File: src/rtl/pattern_detect_ctrl.sv
// pattern_detect_ctrl: programmable serial pattern detector with arm/abort, overlap control and match-count target
module pattern_detect_ctrl #(
  parameter int MAX_LEN = 8,
  parameter int CNT_W = 8,
  localparam int LW = $clog2(MAX_LEN + 1)
) (
  input  logic               clk,
  input  logic               rst,
  input  logic               cfg_wr,
  input  logic [MAX_LEN-1:0] cfg_pattern,
  input  logic [LW-1:0]      cfg_len,
  input  logic               cfg_overlap,
  input  logic [CNT_W-1:0]   cfg_target,
  input  logic               start,
  input  logic               abort,
  input  logic               x_valid,
  input  logic               x,
  output logic               busy,
  output logic               done,
  output logic               match,
  output logic [CNT_W-1:0]   match_count,
  output logic               cfg_err
);
  typedef enum logic [1:0] {IDLE, RUN, DONE} state_t;
  localparam logic [LW-1:0] MAXL = LW'(MAX_LEN);
  state_t state, state_n;
  logic [MAX_LEN-1:0] pat, hist, hist_n, mask;
  logic [LW-1:0] len, fill, fill_n;
  logic [CNT_W-1:0] tgt, cnt_n;
  logic ovl, cfg_ok, acc, hit, go;
  assign busy = state == RUN;
  assign done = state == DONE;
  always_comb begin
    cfg_ok = cfg_wr && state != RUN && cfg_len != '0 && cfg_len <= MAXL;
    acc = state == RUN && !abort && x_valid;
    hist_n = {hist[MAX_LEN-2:0], x};
    fill_n = fill == MAXL ? fill : fill + 1'b1;
    mask = ~({MAX_LEN{1'b1}} << len);
    hit = acc && fill_n >= len && ((hist_n ^ pat) & mask) == '0;
    cnt_n = &match_count ? match_count : match_count + 1'b1;
    state_n = state == RUN ? (abort ? IDLE : (hit && tgt != '0 && cnt_n == tgt) ? DONE : RUN)
            : (state == DONE && abort) ? IDLE : start ? RUN : state;
    go = state != RUN && state_n == RUN;
  end
  always_ff @(posedge clk)
    if (rst) state <= IDLE;
    else state <= state_n;
  always_ff @(posedge clk) begin
    if (rst) begin
      pat <= MAX_LEN'(4'b1001);
      len <= LW'(4);
      ovl <= 1'b1;
      tgt <= '0;
      hist <= '0;
      fill <= '0;
      match <= 1'b0;
      match_count <= '0;
      cfg_err <= 1'b0;
    end else begin
      match <= hit;
      cfg_err <= cfg_wr && !cfg_ok;
      if (cfg_ok) begin
        pat <= cfg_pattern;
        len <= cfg_len;
        ovl <= cfg_overlap;
        tgt <= cfg_target;
      end
      if (go) begin
        hist <= '0;
        fill <= '0;
        match_count <= '0;
      end else if (acc) begin
        hist <= hist_n;
        fill <= (hit && !ovl) ? '0 : fill_n;
        if (hit) match_count <= cnt_n;
      end
    end
  end
endmodule

File: config.mk
export PLATFORM = sky130hd
export DESIGN_NAME = pattern_detect_ctrl
export DESIGN_NICKNAME = d
export VERILOG_FILES = /design/src/rtl/pattern_detect_ctrl.sv
export SDC_FILE = /design/constraint.sdc
export NUM_CORES = 1
export LEC_CHECK = 0
export CORE_UTILIZATION = 50
export DETAILED_ROUTE_END_ITERATION = 12
export GPL_TIMING_DRIVEN = 1
export PLACE_DENSITY = 0.76
export SLEW_MARGIN = 10
export SYNTH_ARGS = -nofsm -noshare
export SYNTH_HDL_FRONTEND = slang
export SYNTH_SLANG_ARGS = --single-unit
File: constraint.sdc
create_clock -name clk -period 4 [get_ports clk]
set_input_delay 0.8 -clock clk [delete_from_list [all_inputs] [get_ports clk]]
set_output_delay 0.8 -clock clk [all_outputs]
set_load 0.05 [all_outputs]
==> flow_metrics.py <==
metrics = {
    "place": {
        "dpl_cell_area_sq_um": 2730,
        "dp_cells": 374,
        "port_buffers": 39,
        "hpwl_um": 3820,
        "place_congestion": 0.901,
    },
    "logic_synthesis": {
        "ys_warn_count": 0,
        "syn_avg_cell_area_sq_um": 7.79,
        "netlist_area_sq_um": 2320,
        "synthTopCellsByArea": "dfxtp_1 38%, nand2_1 11%, a21oi_1 8.2%",
        "async_reset_ff_frac": 0,
        "yosysSeqAreaShare": 0.379,
        "synth_largest_area_cell": "dfxtp_1",
        "synth_fp_nets": 333,
        "synth.distinct_cells": 42,
        "synth-edff-count": 0,
        "synth_top_area_frac": 0.379,
        "syn_inst": 298,
        "ys_seq_elements": 44,
        "synthFlopType": "dfxtp_1",
    },
    "power_and_ir_drop": {
        "power.leakage_nw": 1.03,
        "p_per_area_nw_per_um2": 330,
        "peakVddDrop_mv": 0.165,
    },
    "clock_tree": {
        "post-cts-setup-buffers": 0,
        "cts_buffers": 5,
        "ctsHoldBuffers": 0,
        "cts_resized": 0,
        "cts.sinks": 44,
        "clk_pin_slew_ps": 80,
        "cts_tree": "built",
        "clock_latency_ps": 290,
        "htree_levels": 2,
        "clockBufferDepth": 2,
        "cts_root_buffer": "clkbuf_8",
    },
    "worst_setup_path": {
        "slowest_delay_ps": 700,
        "cp_cell_sequence": "inv_1, ha_1, and3b_1, xnor2_1, ha_1, o21ai_0, a221o_1, nor3_1, a21oi_1, a311oi_1",
        "worstPathRequired_ps": 4200,
        "path_common_cell": "ha_1",
        "worstPathArrival_ps": 3210,
        "end_kind": "flop",
        "crit_path_start_kind": "flop",
        "critical-path-slowest-cell": "nor3_1",
        "cp_max_fo": 7,
        "criticalPathCategory": "reg2reg",
    },
    "floorplanning": {
        "row_count": 24,
        "io_pins": 40,
        "fp.dieH_um": 70.2,
        "start_util": 0.526,
        "die_area_sq_um": 4920,
        "die_x_um": 70.2,
        "fp.coreArea_sq_um": 4410,
    },
    "timing": {
        "relSlewSlack": 0.445,
        "fmax_mhz": 333,
        "setup_viol": 0,
        "hold_violations": 0,
        "fin_crit_sh": 0.751,
        "tightestPinTransition_ps": 826,
        "finClkSkew_ps": 3.41,
        "maxSlewViolCount": 0,
        "min_period_ps": 3000,
        "rsz0062_at_grt": "no",
        "fin_tns_setup_ps": 0,
    },
    "routing": {
        "wl_per_cell_um": 13.9,
        "ant_nets": 0,
        "routed_wl_um": 5300,
        "viasPerCell": 5.71,
        "first_iter_violations": 179,
        "dr_total_vias": 2180,
        "drtPass1Iterations": 4,
        "route.detailed.drc": 0,
    },
    "finish": {
        "stdcell_count": 382,
        "n_antenna_cell": 0,
        "nets": 364,
        "n_fill_cell": 393,
        "drive_gt1_frac": 0.0424,
        "register_area_sq_um": 881,
        "multi_input_area_sq_um": 1340,
        "syn_to_final_growth_pct": 22.7,
        "final_util": 0.645,
        "final_area_sq_um": 2850,
    },
    "status": {
        "status": "finished clean",
    },
    "grt": {
        "grt_pass1_wl_um": 9200,
        "grt_max_degree": 28,
        "globalRouteTotalUtil": 0.232,
        "antenna_found_initial": 0,
        "grt-ovfl-total": 0,
        "grt_pass1_vias": 2068,
    },
    "worst_hold_path": {
        "hold_path.class": "reg2reg",
    },
    "run": {
        "maxCapViolCount": 0,
    },
}
where the power goes:
| group | internal [mW] | switching, mW | total, mW | leakage [nW] |
|---|---|---|---|---|
| Clock | 0.204 | 0.154 | 0.358 | 0.0614 |
| Combinational | 0.0577 | 0.0555 | 0.113 | 0.609 |
| Sequential | 0.451 | 0.0168 | 0.468 | 0.357 |
| Total | 0.713 | 0.226 | 0.939 | 1.03 |
cell usage in the layout (no fill, tap or decap), types with 2 or more instances in the layout:
master / count
or3_1: 3
o211ai_1: 4
mux2i_1: 2
nor3b_1: 2
nor4_1: 4
xor2_1: 7
nand3b_1: 4
o21a_1: 3
o22ai_1: 2
and4_1: 2
a31oi_1: 3
clkbuf_8: 6
and2b_1: 2
nor2_1: 12
a311oi_1: 3
inv_1: 11
and3b_1: 2
and2_1: 2
a2111oi_0: 2
nand4_1: 2
o21ai_0: 8
nor3_1: 7
dfxtp_1: 44
and3_1: 4
nand2_1: 66
a21oi_1: 38
clkdlybuf4s50_1: 39
buf_4: 2
a211o_1: 2
xnor2_1: 12
ha_1: 7
a21o_1: 2
nand3_1: 8
a221o_1: 2
critical path: cells and delay by family, from the launching register on:
| kind | cells | cell delay, ps |
|---|---|---|
| flip-flops | 1 | 430 |
| AND/OR/NAND/NOR | 2 | 910 |
| AO/OA/AOI/OAI | 4 | 880 |
| buffers and inverters | 1 | 110 |
| adder cells (fa/ha/maj) | 2 | 460 |
| XOR/XNOR | 1 | 140 |
flip-flops by register name, summed over array words and instances (netlist names):
register,flops
ovl,1
len,4
hist,7
match,1
state,2
fill,4
cfg_err,1
pat,8
match_count,8
tgt,8
cell families (layout without fill, tap and decap cells):
| logic type | Yosys count | count (layout) | share of synthesized area |
|---|---|---|---|
| DFF | 44 | 44 | 0.379 |
| and+or+nand+nor | 122 | 122 | 0.251 |
| adders and majority gates | 7 | 7 | 0.0377 |
| muxes | 2 | 2 | 0.00862 |
| AOI/OAI and AO/OA | 76 | 76 | 0.206 |
| buffers and inverters | 28 | 60 | 0.0458 |
| xor gates and xnor gates | 19 | 19 | 0.0717 |
final timing paths:
check                              from        endpoint  slack [ps]  cells past startpoint
worst min-delay path             pat[4]          pat[4]         480                      2
worst min register to register   pat[4]          pat[4]         480                      2
worst max-delay path            fill[0]  match_count[2]        1000                     10
worst max register to register  fill[0]  match_count[2]        1000                     10
per-layer routing:
metal	share of wire	up-vias	global-route usage
met5	0	-	0
met4	0.018	0	0.0889
met3	0.045	9	0.0505
met2	0.44	57	0.368
met1	0.50	1010	0.309
li1	-	1104	-
stage by stage:
stage	hold WS, ps	total power [mW]	setup slack [ps]
detailed placement	462	0.591	809
CTS	474	0.945	981
finish	475	0.939	997
global placement	458	0.589	839
floorplan	448	0.543	1230
global route	501	0.978	715
synth_stat cells (3+ instances only):
cell type,number
a311oi_1,3
o21a_1,3
ha_1,7
nor2_1,12
nor3_1,7
o211ai_1,4
dfxtp_1,44
a31oi_1,3
nand3b_1,4
nand2_1,66
o21ai_0,8
inv_1,11
nand3_1,8
or3_1,3
nor4_1,4
a21oi_1,38
xnor2_1,12
clkbuf_1,16
and3_1,4
xor2_1,7
final cells by class:
class | count | share of cell area
Multi-Input combinational cell | 226 | 0.469
Inverter | 11 | 0.0145
Sequential cell | 44 | 0.309
Tap cell | 52 | 0.0228
Clock buffer | 6 | 0.0290
Timing Repair Buffer | 41 | 0.142
Clock inverter | 2 | 0.0136
Power figures use the tool's default switching activity.
